[src/rtl/memory_arbiter_pkg.sv]
// Shared encodings for the fetch/data RAM arbiter: FSM states, grant IDs and default widths.
// Pure declarations: no logic, no latency, no flow control.
package memory_arbiter_pkg;

    localparam int DEF_ADDR_WIDTH = 8;
    localparam int DEF_DATA_WIDTH = 32;

    localparam logic [1:0] ST_IDLE   = 2'd0;
    localparam logic [1:0] ST_ACCESS = 2'd1;
    localparam logic [1:0] ST_RESP   = 2'd2;

    localparam logic GRANT_FETCH = 1'b0;
    localparam logic GRANT_DATA  = 1'b1;

endpackage

[src/rtl/memory_arbiter_if.sv]
// Core-side fetch/data request ports plus RAM command/response signals of the arbiter.
// slave = arbiter view, master = core + RAM view.
interface memory_arbiter_if
    import memory_arbiter_pkg::*;
#(
    parameter int ADDR_WIDTH = DEF_ADDR_WIDTH,
    parameter int DATA_WIDTH = DEF_DATA_WIDTH
);
    logic                    fetchReq;
    logic [31:0]             fetchAddr;
    logic [DATA_WIDTH-1:0]   fetchData;
    logic                    fetchValid;

    logic                    dataReq;
    logic                    dataWe;
    logic [31:0]             dataAddr;
    logic [DATA_WIDTH-1:0]   dataWdata;
    logic [DATA_WIDTH/8-1:0] dataWmask;
    logic [DATA_WIDTH-1:0]   dataRdata;
    logic                    dataValid;

    logic                    memEn;
    logic                    memWe;
    logic [DATA_WIDTH/8-1:0] memWmask;
    logic [ADDR_WIDTH-1:0]   memAddr;
    logic [DATA_WIDTH-1:0]   memWdata;
    logic [DATA_WIDTH-1:0]   memRdata;

    modport slave (
        input  fetchReq, fetchAddr, dataReq, dataWe, dataAddr, dataWdata, dataWmask, memRdata,
        output fetchData, fetchValid, dataRdata, dataValid,
               memEn, memWe, memWmask, memAddr, memWdata
    );

    modport master (
        output fetchReq, fetchAddr, dataReq, dataWe, dataAddr, dataWdata, dataWmask, memRdata,
        input  fetchData, fetchValid, dataRdata, dataValid,
               memEn, memWe, memWmask, memAddr, memWdata
    );

endinterface

[src/rtl/memory_arbiter_rr_pick2.sv]
// Two-way round-robin picker: combinational winner from eligible bits, last grant held in a flop.
// Zero-latency pick; history only advances when the caller accepts the grant.
module rr_pick2
    import memory_arbiter_pkg::*;
(
    input  logic       CLK,
    input  logic       RESET,
    input  logic [1:0] elig,
    input  logic       advance,
    output logic       winner,
    output logic       any
);
    logic last_q;
    logic last_d;

    always_comb begin
        any    = |elig;
        winner = GRANT_FETCH;
        if (&elig) begin
            winner = ~last_q;
        end else if (elig[GRANT_DATA]) begin
            winner = GRANT_DATA;
        end
        last_d = advance ? winner : last_q;
    end

    // Reset as if data won last, so fetch takes the first tie.
    always_ff @(posedge CLK or posedge RESET) begin
        if (RESET) begin
            last_q <= GRANT_DATA;
        end else begin
            last_q <= last_d;
        end
    end

endmodule

[src/rtl/memory_arbiter.sv]
// Shares one single-port RAM between fetch and load/store ports; req seen -> valid pulse in 3 edges.
// Requesters hold req until their valid pulse; one access in flight, one grant per 3 cycles.
module memory_arbiter
    import memory_arbiter_pkg::*;
#(
    parameter int ADDR_WIDTH = DEF_ADDR_WIDTH,
    parameter int DATA_WIDTH = DEF_DATA_WIDTH
)(
    input  logic              CLK,
    input  logic              RESET,
    memory_arbiter_if.slave   bus
);
    localparam int MW = DATA_WIDTH / 8;

    logic [1:0]            state_q,      state_d;
    logic                  grant_q,      grant_d;
    logic                  store_q,      store_d;
    logic [DATA_WIDTH-1:0] fetch_data_q, fetch_data_d;
    logic                  fetch_vld_q,  fetch_vld_d;
    logic [DATA_WIDTH-1:0] data_rdata_q, data_rdata_d;
    logic                  data_vld_q,   data_vld_d;
    logic                  mem_en_q,     mem_en_d;
    logic                  mem_we_q,     mem_we_d;
    logic [MW-1:0]         mem_wmask_q,  mem_wmask_d;
    logic [ADDR_WIDTH-1:0] mem_addr_q,   mem_addr_d;
    logic [DATA_WIDTH-1:0] mem_wdata_q,  mem_wdata_d;

    logic [1:0] elig;
    logic       winner;
    logic       any;
    logic       advance;
    logic       unused_addr_bits;

    // A requester still holding req during its own valid cycle must not be re-granted.
    assign elig[GRANT_FETCH] = bus.fetchReq & ~fetch_vld_q;
    assign elig[GRANT_DATA]  = bus.dataReq  & ~data_vld_q;
    assign advance           = (state_q == ST_IDLE) & any;

    assign unused_addr_bits = ^{bus.fetchAddr[31:ADDR_WIDTH+2], bus.fetchAddr[1:0],
                                bus.dataAddr[31:ADDR_WIDTH+2],  bus.dataAddr[1:0]};

    rr_pick2 u_pick (
        .CLK     (CLK),
        .RESET   (RESET),
        .elig    (elig),
        .advance (advance),
        .winner  (winner),
        .any     (any)
    );

    always_comb begin
        state_d      = state_q;
        grant_d      = grant_q;
        store_d      = store_q;
        fetch_data_d = fetch_data_q;
        fetch_vld_d  = 1'b0;
        data_rdata_d = data_rdata_q;
        data_vld_d   = 1'b0;
        mem_en_d     = mem_en_q;
        mem_we_d     = mem_we_q;
        mem_wmask_d  = mem_wmask_q;
        mem_addr_d   = mem_addr_q;
        mem_wdata_d  = mem_wdata_q;
        case (state_q)
            ST_IDLE: begin
                if (any) begin
                    grant_d     = winner;
                    store_d     = (winner == GRANT_DATA) & bus.dataWe;
                    mem_en_d    = 1'b1;
                    mem_we_d    = (winner == GRANT_DATA) & bus.dataWe;
                    mem_wmask_d = (winner == GRANT_DATA) ? bus.dataWmask : '0;
                    mem_addr_d  = (winner == GRANT_DATA) ? bus.dataAddr[ADDR_WIDTH+1:2]
                                                         : bus.fetchAddr[ADDR_WIDTH+1:2];
                    mem_wdata_d = bus.dataWdata;
                    state_d     = ST_ACCESS;
                end
            end
            ST_ACCESS: begin
                mem_en_d    = 1'b0;
                mem_we_d    = 1'b0;
                mem_wmask_d = '0;
                state_d     = ST_RESP;
            end
            ST_RESP: begin
                if (grant_q == GRANT_DATA) begin
                    data_vld_d = 1'b1;
                    if (!store_q) begin
                        data_rdata_d = bus.memRdata;
                    end
                end else begin
                    fetch_vld_d  = 1'b1;
                    fetch_data_d = bus.memRdata;
                end
                state_d = ST_IDLE;
            end
            default: state_d = ST_IDLE;
        endcase
    end

    always_ff @(posedge CLK or posedge RESET) begin
        if (RESET) begin
            state_q      <= ST_IDLE;
            grant_q      <= GRANT_FETCH;
            store_q      <= 1'b0;
            fetch_data_q <= '0;
            fetch_vld_q  <= 1'b0;
            data_rdata_q <= '0;
            data_vld_q   <= 1'b0;
            mem_en_q     <= 1'b0;
            mem_we_q     <= 1'b0;
            mem_wmask_q  <= '0;
            mem_addr_q   <= '0;
            mem_wdata_q  <= '0;
        end else begin
            state_q      <= state_d;
            grant_q      <= grant_d;
            store_q      <= store_d;
            fetch_data_q <= fetch_data_d;
            fetch_vld_q  <= fetch_vld_d;
            data_rdata_q <= data_rdata_d;
            data_vld_q   <= data_vld_d;
            mem_en_q     <= mem_en_d;
            mem_we_q     <= mem_we_d;
            mem_wmask_q  <= mem_wmask_d;
            mem_addr_q   <= mem_addr_d;
            mem_wdata_q  <= mem_wdata_d;
        end
    end

    assign bus.fetchData  = fetch_data_q;
    assign bus.fetchValid = fetch_vld_q;
    assign bus.dataRdata  = data_rdata_q;
    assign bus.dataValid  = data_vld_q;
    assign bus.memEn      = mem_en_q;
    assign bus.memWe      = mem_we_q;
    assign bus.memWmask   = mem_wmask_q;
    assign bus.memAddr    = mem_addr_q;
    assign bus.memWdata   = mem_wdata_q;

endmodule
[src/flat_wrapper.sv]
// flat-port wrapper written by rule: the top's interface ports become plain ports
module memory_arbiter_flat import memory_arbiter_pkg::*;
#(
    parameter int ADDR_WIDTH = DEF_ADDR_WIDTH,
    parameter int DATA_WIDTH = DEF_DATA_WIDTH
)
  (CLK, RESET, bus_fetchReq, bus_fetchAddr, bus_dataReq, bus_dataWe, bus_dataAddr, bus_dataWdata, bus_dataWmask, bus_memRdata, bus_fetchData, bus_fetchValid, bus_dataRdata, bus_dataValid, bus_memEn, bus_memWe, bus_memWmask, bus_memAddr, bus_memWdata);
  memory_arbiter_if #(.ADDR_WIDTH(ADDR_WIDTH), .DATA_WIDTH(DATA_WIDTH)) bus_i ();
  input  logic CLK;
  input  logic RESET;
  input wire logic [$bits(bus_i.fetchReq)-1:0] bus_fetchReq;
  input wire logic [$bits(bus_i.fetchAddr)-1:0] bus_fetchAddr;
  input wire logic [$bits(bus_i.dataReq)-1:0] bus_dataReq;
  input wire logic [$bits(bus_i.dataWe)-1:0] bus_dataWe;
  input wire logic [$bits(bus_i.dataAddr)-1:0] bus_dataAddr;
  input wire logic [$bits(bus_i.dataWdata)-1:0] bus_dataWdata;
  input wire logic [$bits(bus_i.dataWmask)-1:0] bus_dataWmask;
  input wire logic [$bits(bus_i.memRdata)-1:0] bus_memRdata;
  output wire logic [$bits(bus_i.fetchData)-1:0] bus_fetchData;
  output wire logic [$bits(bus_i.fetchValid)-1:0] bus_fetchValid;
  output wire logic [$bits(bus_i.dataRdata)-1:0] bus_dataRdata;
  output wire logic [$bits(bus_i.dataValid)-1:0] bus_dataValid;
  output wire logic [$bits(bus_i.memEn)-1:0] bus_memEn;
  output wire logic [$bits(bus_i.memWe)-1:0] bus_memWe;
  output wire logic [$bits(bus_i.memWmask)-1:0] bus_memWmask;
  output wire logic [$bits(bus_i.memAddr)-1:0] bus_memAddr;
  output wire logic [$bits(bus_i.memWdata)-1:0] bus_memWdata;
  assign bus_i.fetchReq = bus_fetchReq;
  assign bus_i.fetchAddr = bus_fetchAddr;
  assign bus_i.dataReq = bus_dataReq;
  assign bus_i.dataWe = bus_dataWe;
  assign bus_i.dataAddr = bus_dataAddr;
  assign bus_i.dataWdata = bus_dataWdata;
  assign bus_i.dataWmask = bus_dataWmask;
  assign bus_i.memRdata = bus_memRdata;
  assign bus_fetchData = bus_i.fetchData;
  assign bus_fetchValid = bus_i.fetchValid;
  assign bus_dataRdata = bus_i.dataRdata;
  assign bus_dataValid = bus_i.dataValid;
  assign bus_memEn = bus_i.memEn;
  assign bus_memWe = bus_i.memWe;
  assign bus_memWmask = bus_i.memWmask;
  assign bus_memAddr = bus_i.memAddr;
  assign bus_memWdata = bus_i.memWdata;
  memory_arbiter #(.ADDR_WIDTH(ADDR_WIDTH), .DATA_WIDTH(DATA_WIDTH)) u_core (.CLK(CLK), .RESET(RESET), .bus(bus_i));
endmodule
[config.mk]
export PLATFORM = sky130hd
export DESIGN_NAME = memory_arbiter_flat
export DESIGN_NICKNAME = d
export VERILOG_FILES = /design/src/rtl/memory_arbiter_pkg.sv /design/src/rtl/memory_arbiter_if.sv /design/src/rtl/memory_arbiter_rr_pick2.sv /design/src/rtl/memory_arbiter.sv /design/src/flat_wrapper.sv
export SDC_FILE = /design/constraint.sdc
export NUM_CORES = 1
export LEC_CHECK = 0
export CORE_MARGIN = 5
export CORE_UTILIZATION = 30
export CTS_CLUSTER_DIAMETER = 50
export DETAILED_ROUTE_END_ITERATION = 6
export GPL_TIMING_DRIVEN = 1
export HOLD_SLACK_MARGIN = 0.15
export RECOVER_POWER = 25
export SYNTH_ARGS = -nofsm -noshare
export SYNTH_HDL_FRONTEND = slang
export SYNTH_SLANG_ARGS = --single-unit
[constraint.sdc]
create_clock -name CLK -period 6.5 [get_ports CLK]
set_clock_uncertainty 0.15 [all_clocks]
set_input_delay 1.3 -clock CLK [delete_from_list [all_inputs] [get_ports CLK]]
set_output_delay 1.3 -clock CLK [all_outputs]
set_load 0.01 [all_outputs]
==> flow_summary.toml <==
[power]
p_switching_uw = 1210
power_frac_seq_pct = 34.1
power.share.clock_pct = 23.1
peakVddDrop_v = 0.000224
p_sw_share_pct = 31.9
p_int_uw = 2580
power.density_nw_per_um2 = 529
p_comb_share_pct = 42.9
power.leakage_uw = 0.00317

[drt]
wl_um = 12300
antenna_left = 0
wl_per_cell_um = 16.2
dr.pass1.iters = 4
vias = 3339
avgViaCountPerCell = 4.41
post-route-drc-count = 0
first_iter_violations = 102

[timing]
tns_ps = 0
fmax_mhz = 247
drv_slew = 135
hold_viol = 0
setup_viol = 0
timing.final.crit_share_pct = 62.2
grt_setup_unrepaired = "no"
period_needed_ps = 4040
tightest_slew_ps = 2960
relSlewSlack_pct = -98.3

[status]
outcome = "finished with violations"
violations = "capacitance limit, slew limit"

[floorplanning]
dieArea_sq_um = 17800
start_util_pct = 30.4
row_count = 45
die_w_um = 134
dieHeight_um = 134
io_pins = 249
core_sq_um = 15100

[worst_setup_path]
crit_path_end_kind = "async pin"
crit_required_ps = 6820
cpMaxStageDelayCell = "clkinvlp_2"
crit_fanout = 67
r2r_cells = 4
cp-start-kind = "input pin"
max_stage_delay_ps = 1660
worstSetupPathType = "input pin to async pin"
crit_chain = "dlygate4sd3_1 -> clkinvlp_2 -> buf_4"
cp.arrival_ps = 4360

[grt]
grt_pass1_wl_um = 19400
grt_max_degree = 68
grt-ovfl-total = 0
antenna_found_initial = 0
grtUsageTotal_pct = 14.1
grt_pass1_vias = 3567

[clocking]
root_buffer = "clkbuf_16"
path_clk_slew_ps = 50
cts_setup_buffers = 0
clock_latency_ps = 400
cts_hold_repair.buffers = 0
cts_tree = "built"
clock_sinks = 117
cts_max_level = 4
clockBufferDepth = 2
ctsResizeCount = 0
cts-buffers-inserted = 17

[final_layout]
insertedDiodeCount = 0
fin_cells = 757
drive_gt1_share_pct = 13.0
syn2layout_area_growth_pct = 56.5
final_cell_area_sq_um = 7170
fin_nets = 694

[synth]
synth-seq-area-share_pct = 63.9
postSynthAreaPerCell_sq_um = 13.1
synth.distinct_cells = 25
syn-num-nets = 488
syn_area_sq_um = 4580
yosys_warnings = 0
synth_seq_cells = 117
synthCells = 351

[place]
dpl_cell_area_sq_um = 6730
dp_hpwl_um = 8710
finalWeightedCongestion = 0.732
port_buffers = 200
placed_cells = 726

[hold_path]
hold_path_depth = 2
hold_class = "flop to flop"

[flow_run]
drv_cap = 3
-- state kept, by name, indices dropped and copies added (netlist names) --
| register | flops |
|---|---|
| u_core.bus.memAddr | 8 |
| u_core.bus.memWe | 1 |
| u_core.bus.dataValid | 1 |
| u_core.bus.memWdata | 32 |
| u_core.state_q | 2 |
| u_core.bus.fetchValid | 1 |
| u_core.grant_q | 1 |
| u_core.bus.fetchData | 32 |
| u_core.store_q | 1 |
| u_core.bus.memEn | 1 |
| u_core.u_pick.last_q | 1 |
| u_core.bus.dataRdata | 32 |
| u_core.bus.memWmask | 4 |
-- cell families (layout without fill, tap and decap cells) --
kind of cell,Yosys count,count (layout),share of synthesized area [%]
flops,117,117,63.9
mux,64,64,18.2
compound gates,27,27,3.82
buf+inv,20,238,3.19
simple gates,123,123,10.9
-- routing by layer --
layer,up-vias,GRT usage (%),part of all wire (%)
met2,111,23.3,50
met4,0,4.57,1.2
met5,-,0,0
li1,1573,-,-
met1,1645,16.2,41
met3,10,6.50,8.1
-- path summary, 6_finish.rpt --
| kind | from | to | slack [ps] |
|---|---|---|---|
| worst max-delay path | RESET | u_core.bus.fetchData[25] | 2460 |
| worst min-delay path | u_core.bus.memWdata[6] | u_core.bus.memWdata[6] | 320 |
| worst max register to register | u_core.state_q[0] | u_core.bus.dataRdata[30] | 3560 |
| worst min register to register | u_core.bus.memWdata[6] | u_core.bus.memWdata[6] | 320 |
| max in group CLK | u_core.state_q[0] | u_core.bus.dataRdata[30] | 3560 |
| min in group asynchronous | RESET | u_core.bus.memWdata[24] | 2040 |
-- area by class of cell --
type | instances | area (sq um)
Clock buffer | 22 | 484
Clock inverter | 9 | 77.6
Fill cell | 1367 | 7920
Inverter | 3 | 12.5
Multi-Input combinational cell | 214 | 1410
Sequential cell | 117 | 2930
Tap cell | 188 | 235
Timing Repair Buffer | 204 | 2020
-- synth_stat cells --
cell type	number	area, sq um
o21ai_2	1	8.76
dfstp_2	1	26.3
dfrtp_1	116	2900
buf_6	1	11.3
clkbuf_1	7	26.3
mux2_2	34	383
nor2_2	1	6.26
nand2_1	106	398
inv_1	2	7.51
nor3b_2	1	12.5
a32o_1	5	50.1
a22o_1	1	8.76
a21o_1	3	22.5
nor2b_1	2	12.5
inv_2	1	3.75
and3b_1	1	8.76
buf_4	3	22.5
buf_12	3	60.1
or2b_1	1	7.51
mux2_4	30	450
a21oi_1	17	85.1
nor2_1	9	33.8
buf_2	3	15.0
nor2b_4	1	13.8
nand2b_1	1	6.26
-- layout by cell type (no fill, tap or decap), types with 4 or more instances in the layout --
cell type        netlist  layout
mux2_2                34      34
a32o_1                 5       5
nand2_1              106     106
clkdlybuf4s50_1        0     199
nor2_1                 9       9
mux2_1                 0      29
clkbuf_16              0      17
clkinv_2               0       5
a21oi_1               17      17
clkbuf_8               0       4
dfrtp_1              116     116
-- per-stage QoR --
step / total power (uW) / setup WS, ps / hold WS [ps] / utilization (%)
6_report: 3790 / 2460 / 322 / 47.5
5_1_grt: 4040 / 1850 / 346 / 47.5
4_1_cts: 3970 / 3620 / 330 / 48.3
3_5_place_dp: 3060 / 3180 / 311 / 44.6
3_3_place_gp: 3010 / 3250 / 309 / 44.6
2_1_floorplan: 2130 / 1950 / 337 / -
-- power by group through the flow --
stage          sequential (uW)  combinational (uW)  clock (uW)
5_1_grt                   1340                1760         938
3_3_place_gp              1290                1720           0
4_1_cts                   1300                1760         905
6_report                  1290                1630         875
2_1_floorplan             1450                 676           0
3_5_place_dp              1310                1750           0
-- critical path, delay by kind of cell --
| family | cells | cell delay, ps |
|---|---|---|
| buf+inv | 3 | 2970 |
No activity file was read; power rests on OpenSTA's default activity.
